**src/rtl/multicycle_ctrl_pkg.sv**
```systemverilog
// mc_pkg: shared opcodes, state encodings, control codes and control-vector type for the multicycle controller
package mc_pkg;
  localparam logic [5:0] OP_RTYPE = 6'b000000;
  localparam logic [5:0] OP_LW    = 6'b100011;
  localparam logic [5:0] OP_SW    = 6'b101011;
  localparam logic [5:0] OP_BEQ   = 6'b000100;
  localparam logic [5:0] OP_J     = 6'b000010;
  localparam logic [5:0] OP_ADDI  = 6'b001000;
  localparam logic [1:0] ALU_ADD   = 2'b00;
  localparam logic [1:0] ALU_SUB   = 2'b01;
  localparam logic [1:0] ALU_FUNCT = 2'b10;
  localparam logic [1:0] SRCB_B     = 2'b00;
  localparam logic [1:0] SRCB_FOUR  = 2'b01;
  localparam logic [1:0] SRCB_IMM   = 2'b10;
  localparam logic [1:0] SRCB_IMMSH = 2'b11;
  localparam logic [1:0] PC_ALU    = 2'b00;
  localparam logic [1:0] PC_ALUOUT = 2'b01;
  localparam logic [1:0] PC_JUMP   = 2'b10;
  typedef enum logic [3:0] {
    FETCH    = 4'd0,
    DECODE   = 4'd1,
    R_EX     = 4'd2,
    R_WB     = 4'd3,
    MEM_ADDR = 4'd4,
    MEM_RD   = 4'd5,
    MEM_WB   = 4'd6,
    MEM_WR   = 4'd7,
    BEQ      = 4'd8,
    JUMP     = 4'd9,
    ADDI_EX  = 4'd10,
    ADDI_WB  = 4'd11
  } state_e;
  typedef struct packed {
    logic       pcwrite;
    logic       pcwritecond;
    logic       iord;
    logic       memread;
    logic       memwrite;
    logic       irwrite;
    logic       memtoreg;
    logic       regdst;
    logic       regwrite;
    logic       alusrca;
    logic [1:0] alusrcb;
    logic [1:0] aluop;
    logic [1:0] pcsource;
    logic       illegal;
  } ctrl_t;
  function automatic logic legal_op(input logic [5:0] op);
    return op == OP_RTYPE || op == OP_LW || op == OP_SW ||
           op == OP_BEQ || op == OP_J || op == OP_ADDI;
  endfunction
endpackage

```
**src/rtl/multicycle_ctrl_if.sv**
```systemverilog
// multicycle_ctrl_if: IR opcode / memory handshake in, datapath control and retire count out
interface multicycle_ctrl_if #(parameter int CNT_W = 32);
  logic [5:0]       opcode;
  logic             mem_ready;
  logic             pcwrite;
  logic             pcwritecond;
  logic             iord;
  logic             memread;
  logic             memwrite;
  logic             irwrite;
  logic             memtoreg;
  logic             regdst;
  logic             regwrite;
  logic             alusrca;
  logic [1:0]       alusrcb;
  logic [1:0]       aluop;
  logic [1:0]       pcsource;
  logic             illegal;
  logic [CNT_W-1:0] retired;
  modport master (
    input  opcode, mem_ready,
    output pcwrite, pcwritecond, iord, memread, memwrite, irwrite, memtoreg,
           regdst, regwrite, alusrca, alusrcb, aluop, pcsource, illegal, retired
  );
  modport slave (
    output opcode, mem_ready,
    input  pcwrite, pcwritecond, iord, memread, memwrite, irwrite, memtoreg,
           regdst, regwrite, alusrca, alusrcb, aluop, pcsource, illegal, retired
  );
endinterface

```
**src/rtl/multicycle_ctrl_decode.sv**
```systemverilog
// multicycle_ctrl_decode: combinational state -> control-vector table (Moore, plus mem_ready strobes)
module multicycle_ctrl_decode
  import mc_pkg::*;
(
  input  state_e     state,
  input  logic [5:0] opcode,
  input  logic       mem_ready,
  output ctrl_t      ctrl
);
  always_comb begin
    ctrl = '0;
    case (state)
      FETCH: begin
        ctrl.memread  = 1'b1;
        ctrl.alusrcb  = SRCB_FOUR;
        ctrl.irwrite  = mem_ready;
        ctrl.pcwrite  = mem_ready;
      end
      DECODE: begin
        ctrl.alusrcb = SRCB_IMMSH;
        ctrl.illegal = !legal_op(opcode);
      end
      R_EX: begin
        ctrl.alusrca = 1'b1;
        ctrl.alusrcb = SRCB_B;
        ctrl.aluop   = ALU_FUNCT;
      end
      R_WB: begin
        ctrl.regdst   = 1'b1;
        ctrl.regwrite = 1'b1;
      end
      MEM_ADDR, ADDI_EX: begin
        ctrl.alusrca = 1'b1;
        ctrl.alusrcb = SRCB_IMM;
      end
      MEM_RD: begin
        ctrl.memread = 1'b1;
        ctrl.iord    = 1'b1;
      end
      MEM_WB: begin
        ctrl.memtoreg = 1'b1;
        ctrl.regwrite = 1'b1;
      end
      MEM_WR: begin
        ctrl.memwrite = 1'b1;
        ctrl.iord     = 1'b1;
      end
      BEQ: begin
        ctrl.alusrca     = 1'b1;
        ctrl.aluop       = ALU_SUB;
        ctrl.pcwritecond = 1'b1;
        ctrl.pcsource    = PC_ALUOUT;
      end
      JUMP: begin
        ctrl.pcwrite  = 1'b1;
        ctrl.pcsource = PC_JUMP;
      end
      ADDI_WB: ctrl.regwrite = 1'b1;
      default: ;
    endcase
  end
endmodule

```
**src/rtl/multicycle_ctrl.sv**
```systemverilog
// multicycle_ctrl: multi-cycle MIPS control FSM with memory-ready stalls and retired-instruction counter
module multicycle_ctrl
  import mc_pkg::*;
#(
  parameter int CNT_W = 32
) (
  input logic               clk,
  input logic               rst,
  multicycle_ctrl_if.master bus
);
  state_e           state, next;
  ctrl_t            ctrl, out;
  logic [CNT_W-1:0] retired;
  logic             retire;
  multicycle_ctrl_decode u_decode (
    .state    (state),
    .opcode   (bus.opcode),
    .mem_ready(bus.mem_ready),
    .ctrl     (ctrl)
  );
  always_ff @(posedge clk or posedge rst)
    if (rst) state <= FETCH;
    else     state <= next;
  always_comb begin
    next = FETCH;
    case (state)
      FETCH:    next = bus.mem_ready ? DECODE : FETCH;
      DECODE:   next = bus.opcode == OP_RTYPE ? R_EX :
                       (bus.opcode == OP_LW || bus.opcode == OP_SW) ? MEM_ADDR :
                       bus.opcode == OP_BEQ ? BEQ :
                       bus.opcode == OP_J ? JUMP :
                       bus.opcode == OP_ADDI ? ADDI_EX : FETCH;
      R_EX:     next = R_WB;
      MEM_ADDR: next = bus.opcode == OP_SW ? MEM_WR : MEM_RD;
      MEM_RD:   next = bus.mem_ready ? MEM_WB : MEM_RD;
      MEM_WR:   next = bus.mem_ready ? FETCH : MEM_WR;
      ADDI_EX:  next = ADDI_WB;
      default:  next = FETCH;
    endcase
  end
  // an instruction retires on the edge leaving its final state
  assign retire = state == R_WB || state == MEM_WB || state == BEQ || state == JUMP ||
                  state == ADDI_WB || (state == MEM_WR && bus.mem_ready);
  always_ff @(posedge clk or posedge rst)
    if (rst)         retired <= '0;
    else if (retire) retired <= retired + CNT_W'(1);
  // reset forces every control low, even the memread FETCH would otherwise drive
  assign out             = rst ? '0 : ctrl;
  assign bus.pcwrite     = out.pcwrite;
  assign bus.pcwritecond = out.pcwritecond;
  assign bus.iord        = out.iord;
  assign bus.memread     = out.memread;
  assign bus.memwrite    = out.memwrite;
  assign bus.irwrite     = out.irwrite;
  assign bus.memtoreg    = out.memtoreg;
  assign bus.regdst      = out.regdst;
  assign bus.regwrite    = out.regwrite;
  assign bus.alusrca     = out.alusrca;
  assign bus.alusrcb     = out.alusrcb;
  assign bus.aluop       = out.aluop;
  assign bus.pcsource    = out.pcsource;
  assign bus.illegal     = out.illegal;
  assign bus.retired     = retired;
endmodule

```
**src/flat_wrapper.sv**
```systemverilog
// flat-port wrapper written by rule: the top's interface ports become plain ports
module multicycle_ctrl_flat import mc_pkg::*;
#(
  parameter int CNT_W = 32
)
  (clk, rst, bus_opcode, bus_mem_ready, bus_pcwrite, bus_pcwritecond, bus_iord, bus_memread, bus_memwrite, bus_irwrite, bus_memtoreg, bus_regdst, bus_regwrite, bus_alusrca, bus_alusrcb, bus_aluop, bus_pcsource, bus_illegal, bus_retired);
  multicycle_ctrl_if #(.CNT_W(CNT_W)) bus_i ();
  input logic clk;
  input logic rst;
  input wire logic [$bits(bus_i.opcode)-1:0] bus_opcode;
  input wire logic [$bits(bus_i.mem_ready)-1:0] bus_mem_ready;
  output wire logic [$bits(bus_i.pcwrite)-1:0] bus_pcwrite;
  output wire logic [$bits(bus_i.pcwritecond)-1:0] bus_pcwritecond;
  output wire logic [$bits(bus_i.iord)-1:0] bus_iord;
  output wire logic [$bits(bus_i.memread)-1:0] bus_memread;
  output wire logic [$bits(bus_i.memwrite)-1:0] bus_memwrite;
  output wire logic [$bits(bus_i.irwrite)-1:0] bus_irwrite;
  output wire logic [$bits(bus_i.memtoreg)-1:0] bus_memtoreg;
  output wire logic [$bits(bus_i.regdst)-1:0] bus_regdst;
  output wire logic [$bits(bus_i.regwrite)-1:0] bus_regwrite;
  output wire logic [$bits(bus_i.alusrca)-1:0] bus_alusrca;
  output wire logic [$bits(bus_i.alusrcb)-1:0] bus_alusrcb;
  output wire logic [$bits(bus_i.aluop)-1:0] bus_aluop;
  output wire logic [$bits(bus_i.pcsource)-1:0] bus_pcsource;
  output wire logic [$bits(bus_i.illegal)-1:0] bus_illegal;
  output wire logic [$bits(bus_i.retired)-1:0] bus_retired;
  assign bus_i.opcode = bus_opcode;
  assign bus_i.mem_ready = bus_mem_ready;
  assign bus_pcwrite = bus_i.pcwrite;
  assign bus_pcwritecond = bus_i.pcwritecond;
  assign bus_iord = bus_i.iord;
  assign bus_memread = bus_i.memread;
  assign bus_memwrite = bus_i.memwrite;
  assign bus_irwrite = bus_i.irwrite;
  assign bus_memtoreg = bus_i.memtoreg;
  assign bus_regdst = bus_i.regdst;
  assign bus_regwrite = bus_i.regwrite;
  assign bus_alusrca = bus_i.alusrca;
  assign bus_alusrcb = bus_i.alusrcb;
  assign bus_aluop = bus_i.aluop;
  assign bus_pcsource = bus_i.pcsource;
  assign bus_illegal = bus_i.illegal;
  assign bus_retired = bus_i.retired;
  multicycle_ctrl #(.CNT_W(CNT_W)) u_core (.clk(clk), .rst(rst), .bus(bus_i));
endmodule
```
**config.mk**
```make
export PLATFORM = sky130hd
export DESIGN_NAME = multicycle_ctrl_flat
export DESIGN_NICKNAME = d
export VERILOG_FILES = /design/src/rtl/multicycle_ctrl_pkg.sv /design/src/rtl/multicycle_ctrl_if.sv /design/src/rtl/multicycle_ctrl_decode.sv /design/src/rtl/multicycle_ctrl.sv /design/src/flat_wrapper.sv
export SDC_FILE = /design/constraint.sdc
export NUM_CORES = 1
export LEC_CHECK = 0
export ABC_AREA = 1
export CAP_MARGIN = 20
export CORE_MARGIN = 2
export CORE_UTILIZATION = 46
export CTS_CLUSTER_SIZE = 24
export DETAILED_ROUTE_END_ITERATION = 8
export GPL_TIMING_DRIVEN = 0
export PLACE_DENSITY_LB_ADDON = 0.25
export SKIP_CTS_REPAIR_TIMING = 1
export SLEW_MARGIN = 20
export SYNTH_ARGS = -nofsm -noshare
export SYNTH_HDL_FRONTEND = slang
export SYNTH_HIERARCHICAL = 1
export SYNTH_SLANG_ARGS = --single-unit
```
**constraint.sdc**
```tcl
create_clock -name clk -period 1.7 [get_ports clk]
set_clock_uncertainty 0.15 [all_clocks]
set_input_delay 0.255 -clock clk [delete_from_list [all_inputs] [get_ports clk]]
set_output_delay 0.255 -clock clk [all_outputs]
set_load 0.05 [all_outputs]
```
Word-level counts from Yosys, hierarchy flattened

Index checks and enable logic that the tools add are counted.

$add $sub $neg: 1
$mul: 0
Div/mod/pow operators: 0
Magnitude comparators: 0
Equality and inequality tests: 16
Shift operators: 0
Mux-type cells: 25
Bitwise gates (word level): 0
Reduce and logical (&&, ||, !) cells: 20

Operators with widths:

| operator              | number |
|---|---|
| $add 32x1->32 const B | 1 |
| $pmux 4 s7            | 1 |
| $mux 4                | 5 |
| $mux 17               | 1 |
| $eq 4x3->1 const B    | 4 |
| $eq 4x4->1 const B    | 4 |
| $eq 6x6->1 const B    | 2 |
| $logic_or 1x1->1      | 11 |
| $mux 1                | 11 |
| $eq 4x2->1 const B    | 2 |
| $pmux 2 s2            | 2 |
| $eq 6x2->1 const B    | 1 |
| $eq 6x3->1 const B    | 1 |
| $eq 6x4->1 const B    | 1 |
| $logic_not 6->1       | 1 |
| $pmux 2 s3            | 1 |
| $reduce_or 2->1       | 3 |
| $eq 4x1->1 const B    | 1 |
| $logic_not 4->1       | 1 |
| $mux 2                | 2 |
| $reduce_or 4->1       | 1 |
| $mux 3                | 1 |
| $reduce_or 3->1       | 1 |
| $pmux 1 s2            | 1 |
| 2 further kinds       | 2 |

Register bits: 36
Latch bits: 0
Bits in writable memories: 0
Memory bits (read-only): 0
Output and inout port bits: 49
Memories kept: 0

Longest topological paths before layout

Gate-level depths: netlist (run 1).

Depth in word-level cells: 9
Gate-level depth with buffers: 10

Hierarchy

The synthesis (run 1) kept the hierarchy.

By module, submodules not included:

| module                 | instances | cells each | area an instance (sq um) | seq. area each (sq um) |
|---|---|---|---|---|
| multicycle_ctrl        | 1         | 379        | 2,452.4                  | 900.9 |
| multicycle_ctrl_decode | 1         | 47         | 197.7                    | 0.0 |

Worst setup path after synthesis (run 1)

OpenSTA, ideal clock, no wires.

Path kind: register -> output
Start: register u_core.state[2]
End: output port bus_aluop[0]
Arrival time: 1.695 ns
Data required time: 1.295 ns
Path slack: -0.400 ns
Stages on the path, launching flop included: 7
Cell sequence: dfrtp_1 > inv_1 > nand2_1 > nor3_1 > buf_4 > inv_1 > nor2_1

RTL lines:

| element                | line                  | text |
|---|---|---|
| start, declared        | multicycle_ctrl.sv:11 | `state_e state, next;` |
| start signal, assigned | multicycle_ctrl.sv:23 | `else state <= next;` |
| end, declared          | flat_wrapper.sv:23    | `output wire logic [$bits(bus_i.aluop)-1:0] bus_aluop;` |

==> metrics.csv, run 1 <==
stage,metric,value,unit
outcome,outcome,"finished, violations left",
outcome,failed_checks,setup timing,
setup_path,critPathLaunchType,flip-flop,
setup_path,crit_type,flip-flop to output pin,
die,core-area,0.00554,mm2
cts,cts_buffers,5,
setup_path,rr_startpoint,u_core/state[0],
synthesis,synth_edf_count,0,
flow_run,cap_violations,0,
synthesis,synth_compound_area_share,3.54,%
cts,tritoncts,built,
timing,period_share,119,%
setup_path,critical_path.max_fanout,5,
worst_hold_path,hp-start,bus_opcode[3],
global_routing,grt_pass1_wl,11.0,mm
timing,relSlewSlack,49.6,%
timing,whs,224,ps
pwr,p_leak,2.34,nW
synthesis,async_flop_share,100,%
pwr,ir_worst_vdd,0.935,mV
synthesis,yosys_warnings,6,
die,ioPinCount,58,
routing,drt-total-wl,8.18,mm
cts,cts_root_buf,clkbuf_8,
synthesis,ys_types,31,
die,die_y,79.9,um
finish,syn_to_final_growth,54.7,%
timing,timing.fmax,493,MHz
routing,ant_nets,0,
synthesis,synth-simple-area-share,45.6,%
placed_design,post-place-cells,554,
finish,finalNetCount,515,
timing,hold_viol,0,
synthesis,synth_fa_ha_area_share,0.472,%
finish,drive_gt1_share,32.2,%
timing,rsz0062_at_grt,true,
synthesis,syn-num-nets,436,
timing,setup_viol,49,
synthesis,synth_area,0.00265,mm2
routing,wl_per_cell,14.1,um
worst_hold_path,min_delay_worst_endpoint,u_core/state[1],
cts,clock_path_buffers,2,
global_routing,grt.overflow.total,0,
die,rows,27,
die,die_x,79.9,um
synthesis,synth_xor_area_share,4.91,%
synthesis,ys_seq_area_share,34.0,%
placed_design,port_buffers,56,
global_routing,antenna_found_initial,0,
die,die_area,0.00638,mm2
setup_path,r2r-end,u_core/bus.retired[19],
synthesis,synth_flop_cell,dfrtp_1,
routing,firstDrtPassIters,5,
timing,period_minus_slack,2030,ps
routing,routed_via_density,5.26,
routing,drt_iter0_drc,210,
cts,clk_pin_slew,70,ps
finish,final_cells,578,
routing,drc,0,
setup_path,r2r_cells,11,
die,start_util,47.8,%
pwr,power-per-cell-area,1260,mW/mm2
synthesis,synth.avg_cell_area,6.22,um2
global_routing,grt_start_max_net_pins,37,
timing,setup_tns,-7400,ps
timing,fin_ws,-330,ps
cts,cts.sinks,36,
timing,slew_violations,0,
cts,htreeDepth,2,
synthesis,synth_top_family_by_area,simple AND/OR/NAND/NOR gates,
placed_design,gp_congestion,0.886,
synthesis,synth_seq_cells,36,
synthesis,syn_inst,426,
setup_path,arrival,1620,ps
worst_hold_path,min_path_cells,3,
placed_design,dp_hpwl,5.08,mm
timing,timing_worst_slew_pin_value,755,ps
routing,num_vias,3043,
finish,fin_util,74.0,%
global_routing,globalRouteTotalUtil,21.7,%
global_routing,grt_pass1_vias,2493,
synthesis,synth_mux_area_share,0,%
cts,insertion_delay,290,ps
setup_path,cp-end-kind,output pin,
worst_hold_path,min_path_type,input pin to flip-flop,
finish,antennaDiodeCount,0,
setup_path,r2r_slack,-200,ps
setup_path,critical_path_required,1290,ps
stage by stage:
| step | setup slack, ps | power, mW | cell area, um2 |
|---|---|---|---|
| after floorplan | -171 | 2.63 | 2740 |
| after global placement | -793 | 3.16 | 3390 |
| after detailed placement | -842 | 3.20 | 3390 |
| after CTS | -1160 | 4.03 | 3510 |
| after global routing | -384 | 5.35 | 4100 |
| final | -330 | 5.15 | 4100 |
kinds of logic (layout without fill, tap and decap cells):
kind of cell | Yosys count | count (layout)
buf+inv | 72 | 151
fa+ha+maj | 1 | 1
compound gates | 17 | 17
flops | 36 | 36
simple gates | 286 | 287
xor+xnor | 14 | 14
per-layer routing:
layer | track usage, % | share of wire [%] | vias up
met2 | 35.8 | 51 | 134
met1 | 29.5 | 39 | 1437
met5 | 0 | 0 | -
met4 | 5.93 | 1.0 | 0
li1 | - | - | 1461
met3 | 3.39 | 8.3 | 11
cell usage in the layout (no fill, tap or decap), types with 2 or more instances in the layout:
master and instances:
nand2_1 134, nor2_1 52, inv_1 48, dlymetal6s2s_1 35, dfrtp_2 27, nor2_2 22, buf_6 20, nand3_1 20
nor2_4 14, inv_2 13, nand2_2 11, nand2_4 10, nand4_1 10, xnor2_1 9, dfrtp_1 9, buf_4 9
clkbuf_8 7, clkdlybuf4s50_1 4, buf_8 4, xor2_1 4, o21ai_2 4, nor3_1 4, o21ai_0 4, inv_4 3
clkbuf_16 2, nand2_8 2, buf_12 2, o21ai_1 2, nand3_2 2, clkbuf_2 2, a21oi_2 2
sequential cells by signal, summed over array words and instances (netlist names):
name,count
u_core/state,4
u_core/bus.retired,32
how the worst max path moves through the flow:
stage	start	end	slack [ps]
floorplan	u_core/state[2]	bus_aluop[0]	-170
global placement	u_core/state[2]	bus_pcwritecond	-790
global route	u_core/state[2]	bus_pcwritecond	-380
detailed placement	u_core/state[2]	bus_pcwritecond	-840
finish	u_core/state[2]	bus_alusrca	-330
CTS	u_core/state[2]	bus_pcwritecond	-1160
synth_stat cells, types with 4 or more instances:
cell type	n	area [um2]
o21ai_0	10	50.1
xor2_1	4	35.0
nand3_1	22	110
nand2_2	9	56.3
nand2_1	146	548
inv_1	63	236
nand4_1	10	62.6
dfrtp_1	36	901
xnor2_1	9	78.8
nor2_2	4	25.0
nor3_1	5	25.0
nor2_1	82	308
layout make-up:
cell class,instances,area (um2)
multi-input cells,319,1760
fillers,417,1440
flip-flops and latches,36,935
repair buffers,71,860
inverters,65,259
clock buffers,7,96.3
well taps,72,90.1
plain buffers,7,71.3
clock inverters,1,30.0
report_power, final:
part	switching (mW)	internal, mW	total (mW)
clock network	0.320	0.518	0.838
registers	0.209	0.979	1.19
logic	1.89	1.22	3.12
critical path, stage by stage, from the launching register on:
cell and delay [ps]:
dfrtp_2 470, inv_4 100, nand2_4 70, nor3_4 240, nor2_1 80, nand2_1 80
inv_2 50, nor2_4 80, buf_6 160
Power figures use the tool's default switching activity.
==> run 2, diff against run 1 <==
--- a/config.mk
+++ b/config.mk
@@ -18,4 +18,3 @@
 export SYNTH_ARGS = -nofsm -noshare
 export SYNTH_HDL_FRONTEND = slang
-export SYNTH_HIERARCHICAL = 1
 export SYNTH_SLANG_ARGS = --single-unit
==> constraint.sdc (replaced) <==
create_clock -name clk -period 1.7 [get_ports clk]
set_clock_uncertainty 0.15 [all_clocks]
set_input_delay 0.34 -clock clk [delete_from_list [all_inputs] [get_ports clk]]
set_output_delay 0.34 -clock clk [all_outputs]
set_load 0.05 [all_outputs]
==> run 2 against run 1 <==
  * The run still ends with setup timing left
  * Largest power group unchanged
  * Wire length increased by 0.92%
  * Cell area decreased by 6.0%
  * Synthesized cell count decreased by 9.2%
  * Total power decreased by 17%
  * First-iteration DRC count increased by 54%
==> metrics.csv, run 2 <==
stage,metric,value,unit,change
routing,drt_iter0_drc,323,,was 210
global_routing,antenna_found_initial,0,,unchanged
synthesis,synth_seq_cells,36,,unchanged
synthesis,synth.avg_cell_area,6.49,um2,was 6.22 um2
die,ioPinCount,58,,unchanged
routing,routed_via_density,5.41,,was 5.26
setup_path,critPathLaunchType,flip-flop,,unchanged
placed_design,place_area,0.00338,mm2,was 0.00339 mm2
synthesis,yosysTopAreaCellShare,35.9,%,was 34.0%
routing,num_vias,2945,,was 3043
timing,relSlewSlack,41.1,%,was 49.6%
die,die_area,0.00606,mm2,was 0.00638 mm2
pwr,power-per-cell-area,1100,mW/mm2,was 1260 mW/mm2
timing,setup_viol,47,,was 49
global_routing,globalRouteTotalUtil,21.8,%,was 21.7%
synthesis,ys_seq_area_share,35.9,%,was 34.0%
finish,antennaDiodeCount,0,,unchanged
finish,final_common_cell,nand2_1,,unchanged
setup_path,r2r_cells,8,,was 11
outcome,outcome,"finished, violations left",,unchanged
placed_design,dp_hpwl,5.00,mm,was 5.08 mm
synthesis,synth_area_leader_cell,dfrtp_1,,unchanged
timing,setup_tns,-9140,ps,was -7400 ps
finish,syn_to_final_growth,53.6,%,was 54.7%
cts,htreeDepth,2,,unchanged
worst_hold_path,min_path_type,input pin to async pin,,was input pin to flip-flop
routing,drc,0,,unchanged
synthesis,synth.area.top_cells,"dfrtp_1 36%, nand2_1 24%, nor2_1 9.3%",,"was dfrtp_1 34%, nand2_1 21%, nor2_1 12%"
setup_path,crit_type,flip-flop to output pin,,unchanged
synthesis,async_flop_share,100,%,unchanged
setup_path,arrival,1690,ps,was 1620 ps
timing,rsz0062_at_grt,true,,unchanged
finish,fin_util,74.5,%,was 74.0%
pwr,power,4.26,mW,was 5.15 mW
synthesis,yosys_warnings,0,,was 6
cts,cts_buffers,5,,unchanged
synthesis,synth_top_cells_by_count,"161 x nand2_1, 62 x nor2_1, 38 x inv_1",,"was 146 x nand2_1, 82 x nor2_1, 63 x inv_1"
pwr,ir_worst_vdd,1.01,mV,was 0.935 mV
die,start_util,48.5,%,was 47.8%
timing,fin_ws,-477,ps,was -330 ps
finish,reg_top3,"u_core.bus.retired x32, u_core.state x4",,"was u_core/bus.retired x32, u_core/state x4"
setup_path,cp-startpoint,u_core.state[2],,was u_core/state[2]
die,core-area,0.00517,mm2,was 0.00554 mm2
placed_design,preCtsSetupSlack,-1790,ps,was -842 ps
die,die_x,77.9,um,was 79.9 um
setup_path,critical_path.max_fanout,5,,unchanged
finish,largest_reg_flops,32,,unchanged
die,rows,26,,was 27
timing,timing_worst_slew_pin_value,878,ps,was 755 ps
outcome,failed_checks,setup timing,,unchanged
placed_design,gp_congestion,0.887,,was 0.886
routing,drt-total-wl,8.25,mm,was 8.18 mm
cts,cts_root_buf,clkbuf_8,,unchanged
synthesis,yosysMostFrequentCell,nand2_1,,unchanged
finish,finalNetCount,483,,was 515
setup_path,cp-end-kind,output pin,,unchanged
timing,timing.fmax,459,MHz,was 493 MHz
routing,firstDrtPassIters,7,,was 5
synthesis,synth_area,0.00251,mm2,was 0.00265 mm2
finish,register_area,926,um2,was 935 um2
setup_path,r2r-end,u_core.bus.retired[22],,was u_core/bus.retired[19]
finish,multiInputGateArea,0.00164,mm2,was 0.00176 mm2
timing,hold_viol,0,,unchanged
finish,drive_gt1_share,28.7,%,was 32.2%
synthesis,syn-num-nets,397,,was 436
timing,slew_violations,0,,unchanged
cts,insertion_delay,290,ps,about the same
synthesis,syn_inst,387,,was 426
finish,fin_area,0.00385,mm2,was 0.00410 mm2
timing,period_minus_slack,2180,ps,was 2030 ps
die,die_y,77.9,um,was 79.9 um
setup_path,rr_startpoint,u_core.state[1],,was u_core/state[0]
global_routing,grt.overflow.total,0,,unchanged
cts,tritoncts,built,,unchanged
routing,wl_per_cell,15.2,um,was 14.1 um
finish,top_register,u_core.bus.retired,,was u_core/bus.retired
setup_path,critical_path_required,1210,ps,was 1290 ps
finish,nFillCells,362,,was 417
synthesis,synth_edf_count,0,,unchanged
cts,cts.sinks,36,,unchanged
timing,period_share,128,%,was 119%
synthesis,ys_types,33,,was 31
synthesis,synth_flop_cell,dfrtp_1,,unchanged
global_routing,grt_start_max_net_pins,38,,was 37
pwr,p_leak,2.12,nW,was 2.34 nW
global_routing,grt_pass1_wl,10.5,mm,was 11.0 mm
flow_run,cap_violations,0,,unchanged
cts,clk_pin_slew,80,ps,was 70 ps
cts,clock_path_buffers,2,,unchanged
setup_path,r2r_slack,-150,ps,was -200 ps
routing,ant_nets,0,,unchanged
placed_design,port_buffers,57,,was 56
finish,layout_common_cells,"154 x nand2_1, 50 x nor2_1, 30 x inv_1, 28 x dlymetal6s2s_1",,"was 134 x nand2_1, 52 x nor2_1, 48 x inv_1, 35 x dlymetal6s2s_1, 27 x dfrtp_2"
global_routing,grt_pass1_vias,2298,,was 2493
-- run 2: cell count changes in the layout (fill, tap and decap cells not counted), sizes merged, moves of 4 or more --
cell	before	now
o21ai	10	6
clkbuf	11	17
dlymetal6s2s	35	28
nand2	157	168
buf	35	39
inv	65	37
nor2	88	70
nand4	10	6
-- run 2: cells by family after synthesis --
logic type	share of synthesized area (%)
buffers and inverters	8.13
adder cells (fa/ha/maj)	0.498
flip-flops	35.9
AO/OA/AOI/OAI	3.94
XOR/XNOR	5.58
AND/OR/NAND/NOR	46.0
-- run 2: worst max path at each step --
| stage | slack (ps) | cells after the start | end |
|---|---|---|---|
| floorplan | -800 | 5 | bus_illegal |
| global placement | -1760 | 7 | bus_illegal |
| detailed placement | -1790 | 7 | bus_illegal |
| CTS | -1810 | 7 | bus_illegal |
| global route | -520 | 6 | bus_illegal |
| finish | -480 | 6 | bus_illegal |
-- run 2: final cells by class --
type	instances	area share [%]
Tap cell	70	2.27
Timing Repair inverter	1	0.130
Multi-Input combinational cell	305	42.5
Buffer	7	2.04
Timing Repair Buffer	78	22.1
Sequential cell	36	24.0
Clock inverter	2	0.909
Inverter	39	4.12
Clock buffer	6	1.88
-- run 2: through the flow --
step / std cells / hold slack, ps
2_1_floorplan: 387 / 159
3_3_place_gp: 514 / 337
3_5_place_dp: 514 / 349
4_1_cts: 522 / 361
5_1_grt: 544 / 114
6_report: 544 / 112
-- run 2: worst max-delay path, stage by stage, from the launching register on --
cell     delay (ps)
dfrtp_1         450
inv_2           150
nand2_4         100
nor3_4          230
nand4_1         170
nor2_4          140
buf_8           150
-- run 2: power breakdown --
group	internal, mW	switching (mW)
Sequential	0.952	0.153
Combinational	0.960	1.43
Clock	0.436	0.324
-- run 2: metal layers --
layer	vias to the layer above	routed length (um)	track usage, %
met3	38	714	3.84
met5	-	0	0
met2	197	3990	35.6
met4	0	339	7.14
met1	1337	3210	29.3
li1	1373	-	-
